File: src/rtl/reaction_timer_ctrl.sv
// Reaction-time game controller: random pre-stimulus delay, lamp, then measures the
// player's response in ms (0..999) with false-start detection and a 999 ms timeout.
module reaction_timer_ctrl #(
    parameter int unsigned TICK_DIV     = 50000,
    parameter int unsigned MIN_DELAY_MS = 1000,
    parameter logic [9:0]  RAND_MASK    = 10'h3FF
) (
    input  logic       Clk,
    input  logic       Rst_n,
    input  logic       Start,
    input  logic       Stop,
    output logic [9:0] Binary,
    output logic       Valid,
    output logic       Led,
    output logic       Busy,
    output logic       FalseStart
);

    localparam int unsigned PW = (TICK_DIV > 1) ? $clog2(TICK_DIV) : 1;
    localparam logic [PW-1:0] PRESC_MAX = PW'(TICK_DIV - 1);
    localparam logic [9:0] MS_MAX = 10'd999;

    typedef enum logic [2:0] {StIdle, StDelay, StTiming, StDone, StEarly} state_e;

    state_e        state_q, state_d;
    logic [PW-1:0] presc_q, presc_d;
    logic [15:0]   delay_q, delay_d;
    logic [9:0]    ms_q, ms_d;
    logic [15:0]   lfsr_q, lfsr_d;
    logic [9:0]    binary_q, binary_d;
    logic          valid_q, valid_d;
    logic          led_q, led_d;
    logic          busy_q, busy_d;
    logic          fs_q, fs_d;

    logic        tick;
    logic        lfsr_fb;
    logic [15:0] delay_load;

    assign tick       = (presc_q == PRESC_MAX);
    assign lfsr_fb    = lfsr_q[15] ^ lfsr_q[13] ^ lfsr_q[12] ^ lfsr_q[10];
    assign delay_load = 16'(MIN_DELAY_MS) + {6'd0, lfsr_q[9:0] & RAND_MASK};

    always_comb begin
        state_d  = state_q;
        presc_d  = tick ? '0 : presc_q + PW'(1);
        delay_d  = delay_q;
        ms_d     = ms_q;
        lfsr_d   = {lfsr_q[14:0], lfsr_fb};
        binary_d = binary_q;
        valid_d  = 1'b0;
        led_d    = led_q;
        busy_d   = busy_q;
        fs_d     = fs_q;

        unique case (state_q)
            StIdle, StDone, StEarly: begin
                // Stop is ignored here, so Start alone decides
                if (Start) begin
                    state_d = StDelay;
                    delay_d = delay_load;
                    presc_d = '0;
                    busy_d  = 1'b1;
                    led_d   = 1'b0;
                    fs_d    = 1'b0;
                end
            end
            StDelay: begin
                if (Stop) begin
                    state_d = StEarly;
                    busy_d  = 1'b0;
                    fs_d    = 1'b1;
                end else if (tick) begin
                    if (delay_q <= 16'd1) begin
                        state_d = StTiming;
                        led_d   = 1'b1;
                        ms_d    = '0;
                        presc_d = '0;
                    end else begin
                        delay_d = delay_q - 16'd1;
                    end
                end
            end
            StTiming: begin
                if (Stop) begin
                    state_d  = StDone;
                    binary_d = ms_q;
                    valid_d  = 1'b1;
                    led_d    = 1'b0;
                    busy_d   = 1'b0;
                end else if (tick) begin
                    if (ms_q == MS_MAX) begin
                        state_d  = StDone;
                        binary_d = MS_MAX;
                        valid_d  = 1'b1;
                        led_d    = 1'b0;
                        busy_d   = 1'b0;
                    end else begin
                        ms_d = ms_q + 10'd1;
                    end
                end
            end
            default: state_d = StIdle;
        endcase
    end

    always_ff @(posedge Clk) begin
        if (!Rst_n) begin
            state_q  <= StIdle;
            presc_q  <= '0;
            delay_q  <= '0;
            ms_q     <= '0;
            lfsr_q   <= 16'hACE1;
            binary_q <= '0;
            valid_q  <= 1'b0;
            led_q    <= 1'b0;
            busy_q   <= 1'b0;
            fs_q     <= 1'b0;
        end else begin
            state_q  <= state_d;
            presc_q  <= presc_d;
            delay_q  <= delay_d;
            ms_q     <= ms_d;
            lfsr_q   <= lfsr_d;
            binary_q <= binary_d;
            valid_q  <= valid_d;
            led_q    <= led_d;
            busy_q   <= busy_d;
            fs_q     <= fs_d;
        end
    end

    assign Binary     = binary_q;
    assign Valid      = valid_q;
    assign Led        = led_q;
    assign Busy       = busy_q;
    assign FalseStart = fs_q;

endmodule

File: config.mk
export PLATFORM = sky130hd
export DESIGN_NAME = reaction_timer_ctrl
export DESIGN_NICKNAME = d
export VERILOG_FILES = /design/src/rtl/reaction_timer_ctrl.sv
export SDC_FILE = /design/constraint.sdc
export NUM_CORES = 1
export LEC_CHECK = 0
export ABC_AREA = 0
export CAP_MARGIN = 20
export CORE_AREA = 2 2 112 93
export CTS_CLUSTER_SIZE = 8
export DETAILED_ROUTE_END_ITERATION = 12
export DIE_AREA = 0 0 114 95
export PLACE_DENSITY = 0.53
export REMOVE_ABC_BUFFERS = 1
export SLEW_MARGIN = 15
export SYNTH_ARGS = -nofsm -noshare
export SYNTH_HDL_FRONTEND = slang
export SYNTH_SLANG_ARGS = --single-unit
export TNS_END_PERCENT = 1
File: constraint.sdc
create_clock -name Clk -period 2.56 [get_ports Clk]
set_input_delay 0.64 -clock Clk [delete_from_list [all_inputs] [get_ports Clk]]
set_output_delay 0.64 -clock Clk [all_outputs]
set_load 0.02 [all_outputs]
==> results.json, run 1 <==
{
  "pin_count": 18,
  "die_w_um": 114,
  "fin_crit_ns": 2.33,
  "crit_type": "reg2reg",
  "drtAntennaViolNets": 0,
  "start_kind": "register",
  "htree_levels": 3,
  "max_slew_margin": 0.488,
  "grt_antenna_before_repair": 0,
  "grt_pass1_wl_mm": 14.5,
  "crit_chain": "inv_1, ha_1, or3b_2, or3_1, a2111oi_0, buf_4, mux2i_1",
  "end_kind": "register",
  "nFillCells": 969,
  "wirelength_mm": 8.51,
  "dpl.hpwl_mm": 5.82,
  "crit_family": "simple AND/OR/NAND/NOR gates",
  "clock_sinks": 75,
  "netlist_area_um2": 3600,
  "synth_edf_count": 0,
  "cts-root-buf": "clkbuf_16",
  "p_per_area_nw_per_um2": 708,
  "syn_avg_cell_area_um2": 8.82,
  "cts_buffers": 9,
  "first_pass_iters": 4,
  "finClkSkew_ns": 0.00581,
  "cts_tree": "yes",
  "final_common_cell": "dfxtp_1",
  "crit_path_max_fanout": 4,
  "required_ns": 2.82,
  "fmax_ghz": 0.428,
  "finalSetupViolations": 0,
  "via_per_inst": 5.48,
  "synthCells": 408,
  "leakagePower_nw": 1.51,
  "rrSetupSlack_ns": 0.23,
  "synth_ff_type": "dfxtp_1",
  "slowest_delay_ns": 0.48,
  "hold_violations": 0,
  "grt_pass1_vias": 2810,
  "clk_pin_slew_ns": 0.06,
  "synthArstFlopShare": 0,
  "ys_ff_latch": 75,
  "final_area_um2": 4310,
  "clk_latency_ns": 0.34,
  "portBuffers": 17,
  "row_count": 33,
  "initial_core_util": 0.366,
  "status": "complete, no violations",
  "gp_congestion": 0.842,
  "yosysWarnings": 0,
  "grt-ovfl-total": 0,
  "peakVddDrop_v": 0.000323,
  "crit_buf_inv": 2,
  "netlist.area_leader.share": 0.417,
  "min_path_type": "reg2reg",
  "drive_gt1_frac": 0.137,
  "cts.path.max_buffers": 2,
  "finalCritPeriodShare": 0.912,
  "wl_per_cell_um": 15.2,
  "dieArea_um2": 10800,
  "ys_types": 55,
  "utilization": 0.439,
  "drt_first_iter_violations": 190,
  "grt_max_degree": 39,
  "vias": 3073,
  "place_area_um2": 3990,
  "final_cell_mix": "dfxtp_1 (75), nor2_1 (29), nand2_1 (28)",
  "nNetsFinal": 443,
  "cp.arrival_ns": 2.60,
  "ys_seq_area_frac": 0.417,
  "drc": 0,
  "groute.usage.overall": 0.170,
  "crit_slowest_cell": "or3b_2",
  "cts_hold_buf": 0,
  "die_y_um": 95,
  "core_area_um2": 9830,
  "synthTopCellsByArea": "dfxtp_1 (42%), a21oi_1 (3.8%), nor2_1 (3.0%)",
  "finalPower_mw": 3.06,
  "cap_violations": 0,
  "tightestPinTransition_ns": 0.761,
  "antenna_cells": 0,
  "rsz0062_at_grt": "false",
  "yosysTopAreaCell": "dfxtp_1",
  "report.final.slew_viol_count": 0,
  "area_delta_synth_final_pct": 19.9
}
[registers in the layout, summed over array words and instances (netlist names)]
name,count
Binary,10
Busy,1
FalseStart,1
Led,1
Valid,1
delay_q,16
lfsr_q,16
ms_q,10
presc_q,16
state_q,3
[synth_stat cells, types with 3 or more instances]
| library cell | number |
|---|---|
| a2111oi_0 | 3 |
| a211oi_1 | 4 |
| a21oi_1 | 27 |
| a22oi_1 | 4 |
| and2_1 | 10 |
| and3_1 | 6 |
| buf_2 | 3 |
| clkbuf_1 | 22 |
| dfxtp_1 | 75 |
| ha_1 | 5 |
| inv_1 | 7 |
| mux2i_1 | 5 |
| nand2_1 | 28 |
| nand2b_1 | 16 |
| nand3_1 | 12 |
| nand4_1 | 7 |
| nor2_1 | 29 |
| nor2b_1 | 3 |
| nor3_1 | 9 |
| nor4_1 | 11 |
| nor4bb_1 | 3 |
| o211ai_1 | 4 |
| o21ai_0 | 15 |
| o221a_2 | 8 |
| o22ai_1 | 5 |
| o311ai_0 | 3 |
| o31ai_1 | 5 |
| or3_1 | 12 |
| or3b_2 | 3 |
| or4_1 | 10 |
| or4_4 | 3 |
| xnor2_1 | 12 |
| xor2_1 | 10 |
[final timing paths]
kind                                              start                        to  cells past startpoint
worst min register to register    lfsr_q[14]$_SDFF_PN0_     lfsr_q[15]$_SDFF_PN1_                      1
worst min-delay path              lfsr_q[14]$_SDFF_PN0_     lfsr_q[15]$_SDFF_PN1_                      1
worst max-delay path            delay_q[1]$_SDFFE_PN0P_  delay_q[12]$_SDFFE_PN0P_                      7
worst max register to register  delay_q[1]$_SDFFE_PN0P_  delay_q[12]$_SDFFE_PN0P_                      7
[routing by layer]
metal | vias to the layer above | global-route usage | part of all wire
met2 | 59 | 0.241 | 0.40
met3 | 13 | 0.0404 | 0.043
met5 | - | 0 | 0
met1 | 1440 | 0.246 | 0.54
met4 | 0 | 0.0691 | 0.018
li1 | 1561 | - | -
[cell families after synthesis]
logic type	Yosys count	synth area share
AOI/OAI and AO/OA	93	0.178
xor gates and xnor gates	22	0.0536
adders and majority gates	5	0.0174
buffers and inverters	35	0.0417
DFF	75	0.417
muxes	5	0.0139
and+or+nand+nor	173	0.278
[worst register-to-register path, stage by stage (launching register included)]
cell	delay (ns)
dfxtp_1	0.34
inv_1	0.10
ha_1	0.23
or3b_2	0.48
or3_1	0.37
a2111oi_0	0.40
buf_4	0.18
mux2i_1	0.16
[report_power, final]
part	leakage (nW)	switching (mW)	internal, mW
logic	0.739	0.242	0.184
registers	0.612	0.0436	1.22
clock network	0.157	0.487	0.881
total	1.51	0.772	2.28
[final cells by class]
type	count	area [um^2]	share of cell area
Multi-Input combinational cell	298	1950	0.452
Sequential cell	75	1500	0.348
Timing Repair Buffer	42	358	0.0829
Clock buffer	12	246	0.0571
Tap cell	122	153	0.0354
Clock inverter	4	73.8	0.0171
Inverter	8	30.0	0.00696
[through the flow]
step                setup slack [ns]  hold WS (ns)  setup TNS (ns)  std cells
floorplan                     0.0975         0.386               0        381
global placement              -0.111         0.389          -0.205        544
detailed placement           -0.0960         0.398          -0.198        544
CTS                            0.152         0.414               0        560
global route                  0.0157         0.428               0        561
finish                         0.226         0.411               0        561
[what timing repair did]
action,in CTS,in global routing
setup endpoints to repair,0,3
buffers inserted,0,1
gates resized for setup,0,1
Note: power is estimated with default switching activity, not from simulation.
==> run 2, diff against run 1 <==
SLEW_MARGIN = not set   (was 15)
==> results of run 2 <==
Same layout as run 1: the final DEF is identical, and so are final timing and power.
